### src/rtl/serial_mod_n_checker_mod_step.sv
// mod_step -- combinational modular adder: s = (a + b) mod d.
//   a, b : addends, each expected below d
//   d    : modulus
//   s    : reduced sum
module mod_step #(
  parameter int DW = 8
) (
  input  logic [DW-1:0] a,
  input  logic [DW-1:0] b,
  input  logic [DW-1:0] d,
  output logic [DW-1:0] s
);

  logic [DW:0] sum;
  logic        wrap;

  assign sum  = {1'b0, a} + {1'b0, b};
  assign wrap = (sum >= {1'b0, d});
  // When wrapping, the true result is below d, so DW-bit modular
  // subtraction of the low bits yields it exactly.
  assign s    = wrap ? (sum[DW-1:0] - d) : sum[DW-1:0];

endmodule

### config.mk
export PLATFORM = sky130hd
export DESIGN_NAME = mod_step
export DESIGN_NICKNAME = d
export VERILOG_FILES = /design/src/rtl/serial_mod_n_checker_mod_step.sv
export SDC_FILE = /design/constraint.sdc
export NUM_CORES = 1
export LEC_CHECK = 0
export CAP_MARGIN = 15
export CORE_MARGIN = 1.5
export CORE_UTILIZATION = 45
export DETAILED_ROUTE_END_ITERATION = 10
export MAX_ROUTING_LAYER = met4
export PLACE_DENSITY_LB_ADDON = 0.1
export REMOVE_ABC_BUFFERS = 1
export SLEW_MARGIN = 5
export SYNTH_ARGS = -nofsm -noshare
export SYNTH_HDL_FRONTEND = slang
export SYNTH_SLANG_ARGS = --single-unit
### constraint.sdc
create_clock -name vclk -period 4.8
set_input_delay 0.48 -clock vclk [all_inputs]
set_output_delay 0.48 -clock vclk [all_outputs]
set_load 0.05 [all_outputs]
==> impl_metrics.ini <==
[floorplan]
rows = 15
die_area_sq_mm = 0.00205
die-height_um = 45.3
ioPinCount = 32
start_util_pct = 47.1
die_x_um = 45.3
core_sq_mm = 0.00171

[critical_path]
cp_slowest_cell = a221oi_1
crit_path_end_kind = output port
crit_chain = clkdlybuf4s50_1 -> ha_1 -> fa_1 -> a211oi_2 -> o21bai_1 -> a21oi_1 -> xnor2_1 -> ha_1 -> nand4_1 -> a21oi_2 -> or3_1 -> a221oi_1 -> buf_12
cpPeakStageDelay_ps = 460
cp_common_cell = ha_1
cp_num_cells = 13
critPathBufInv = 2
critPathLaunchType = primary input
worstSetupPathType = in2out
worstPathArrival_ps = 3780
worstPathRequired_ps = 4320
crit_family = compound AO/OA/AOI/OAI gates
cp_max_fo = 3

[drt]
drt-initial-drc-count = 11
via_per_inst = 5.41
drtAntennaViolNets = 0
drt-wirelength-per-cell_um = 11.6
wl_um = 1790
dr.pass1.iters = 3
vias = 838
drc_errors = 0

[yosys]
yosys_warnings = 0
syn_inst = 98
yosysSeqAreaShare_pct = 0
syn_area_sq_um = 805
avgSynthCellArea_sq_um = 8.21
synth_cell_types = 36

[final_layout]
nClkBuffers = 0
drive_above_1_share_pct = 15.4
antenna_cells = 0
regArea_sq_um = 0
fin_nets = 174
fin_cells = 155
seq_cell_count = 0
syn2layout_area_growth_pct = 42.8
fin_util_pct = 67.3
nFillCells = 144

[global_route]
grt_pass1_wl_um = 3000
grt_max_degree = 8
grt_pass1_vias = 726
antenna_found_initial = 0
grt_usage_pct = 19.5
grt_overflow = 0

[sta]
setup_tns_ps = 0
setup_violations = 0
post-route-min-period_ps = 4260
slew_headroom_pct = 79.9
finalCritPeriodShare_pct = 88.8
hold_slack_ps = 1840
rsz0062_at_grt = false
slew_violations = 0
worst_slew_pin_slew_ps = 301
final_hold_viol_count = 0
fmax_ghz = 0.235

[clock_network]
cts_setup_buffers = 0
holdBufCountCts = 0
cts_resized = 0

[run_status]
status = completed

[pwr]
p_leak_nw = 0.537
vdd_ir_drop_max_uv = 162
p_per_area_mw_per_mm2 = 341

[run]
maxCapViolCount = 0

[hold_path]
holdPathStages = 4
hold_class = in2out

[place]
hpwlAfterDp_um = 1620
gp_congestion = 0.804
dp.cells = 155
io_buffers = 32
[power breakdown]
group	switching [mW]	internal, mW	leakage [nW]	total [mW]
sequential	0	0	0	0
clock	0	0	0	0
combinational	0.226	0.166	0.537	0.392
[synth_stat cells (all sizes together)]
cell    count  area [sq um]
a211oi      3          27.5
inv        11          41.3
nand2b      1          6.26
o21bai      1          7.51
a221oi      1          8.76
a22oi       1          7.51
nand3b      2          18.8
nand3       1          5.00
nand2       5          26.3
fa          2          40.0
o211ai      2          15.0
mux2        5          75.1
nor2b       1          6.26
xnor2       5          43.8
o211a       1          10.0
a21oi      10          68.8
nand4       3          18.8
a31o        1          8.76
nor2        6          22.5
o21a        1          7.51
xor2        3          26.3
and3        1          6.26
a21boi      1          7.51
a21o        2          15.0
o21ai       7          35.0
nor3        1          5.00
mux2i       1          10.0
ha         16           200
o31ai       1          21.3
or3         2          12.5
[metal layers]
metal / track usage, % / vias to the layer above / part of all wire, %
met5: - / - / 0
met4: 0 / 0 / 0
met3: 0 / 0 / 2.5
met2: 36.0 / 18 / 52
met1: 25.4 / 391 / 46
li1: - / 429 / -
[cells by family after synthesis]
logic type | synth area share (%)
AOI/OAI and AO/OA | 29.9
and+or+nand+nor | 15.9
adders and majority gates | 29.9
buffers and inverters | 5.13
xor gates and xnor gates | 8.71
muxes | 10.6
[placed cells by master (no fill, tap or decap), drive strengths merged, types with 3 or more instances in the layout]
cell	Yosys	routed
xor2	3	3
nand4	3	3
xnor2	5	5
clkdlybuf4s50	0	24
nor2	6	6
ha	16	16
nand2	5	5
inv	11	11
o21ai	7	7
buf	0	8
a21oi	10	10
a211oi	3	3
mux2	5	5
[area by class of cell]
| type | instances | area, sq um | share of cell area, % |
|---|---|---|---|
| multi-input combinational | 87 | 763 | 66.4 |
| timing repair buffer | 32 | 313 | 27.2 |
| inverter | 11 | 41.3 | 3.59 |
| tap | 25 | 31.3 | 2.72 |
[through the flow]
stage / total power [mW] / cell area (sq um) / worst slack [ps]
after global routing: 0.419 / 1150 / 332
after detailed placement: 0.393 / 1150 / 518
after floorplan: 0.290 / 805 / 472
after CTS: 0.394 / 1150 / 509
final: 0.392 / 1150 / 538
after global placement: 0.388 / 1150 / 609
[final timing paths]
kind	startpoint	endpoint	slack, ps
worst min-delay path	d[0]	s[0]	1840
worst max-delay path	a[0]	s[7]	540
(Power assumes the default switching activity.)
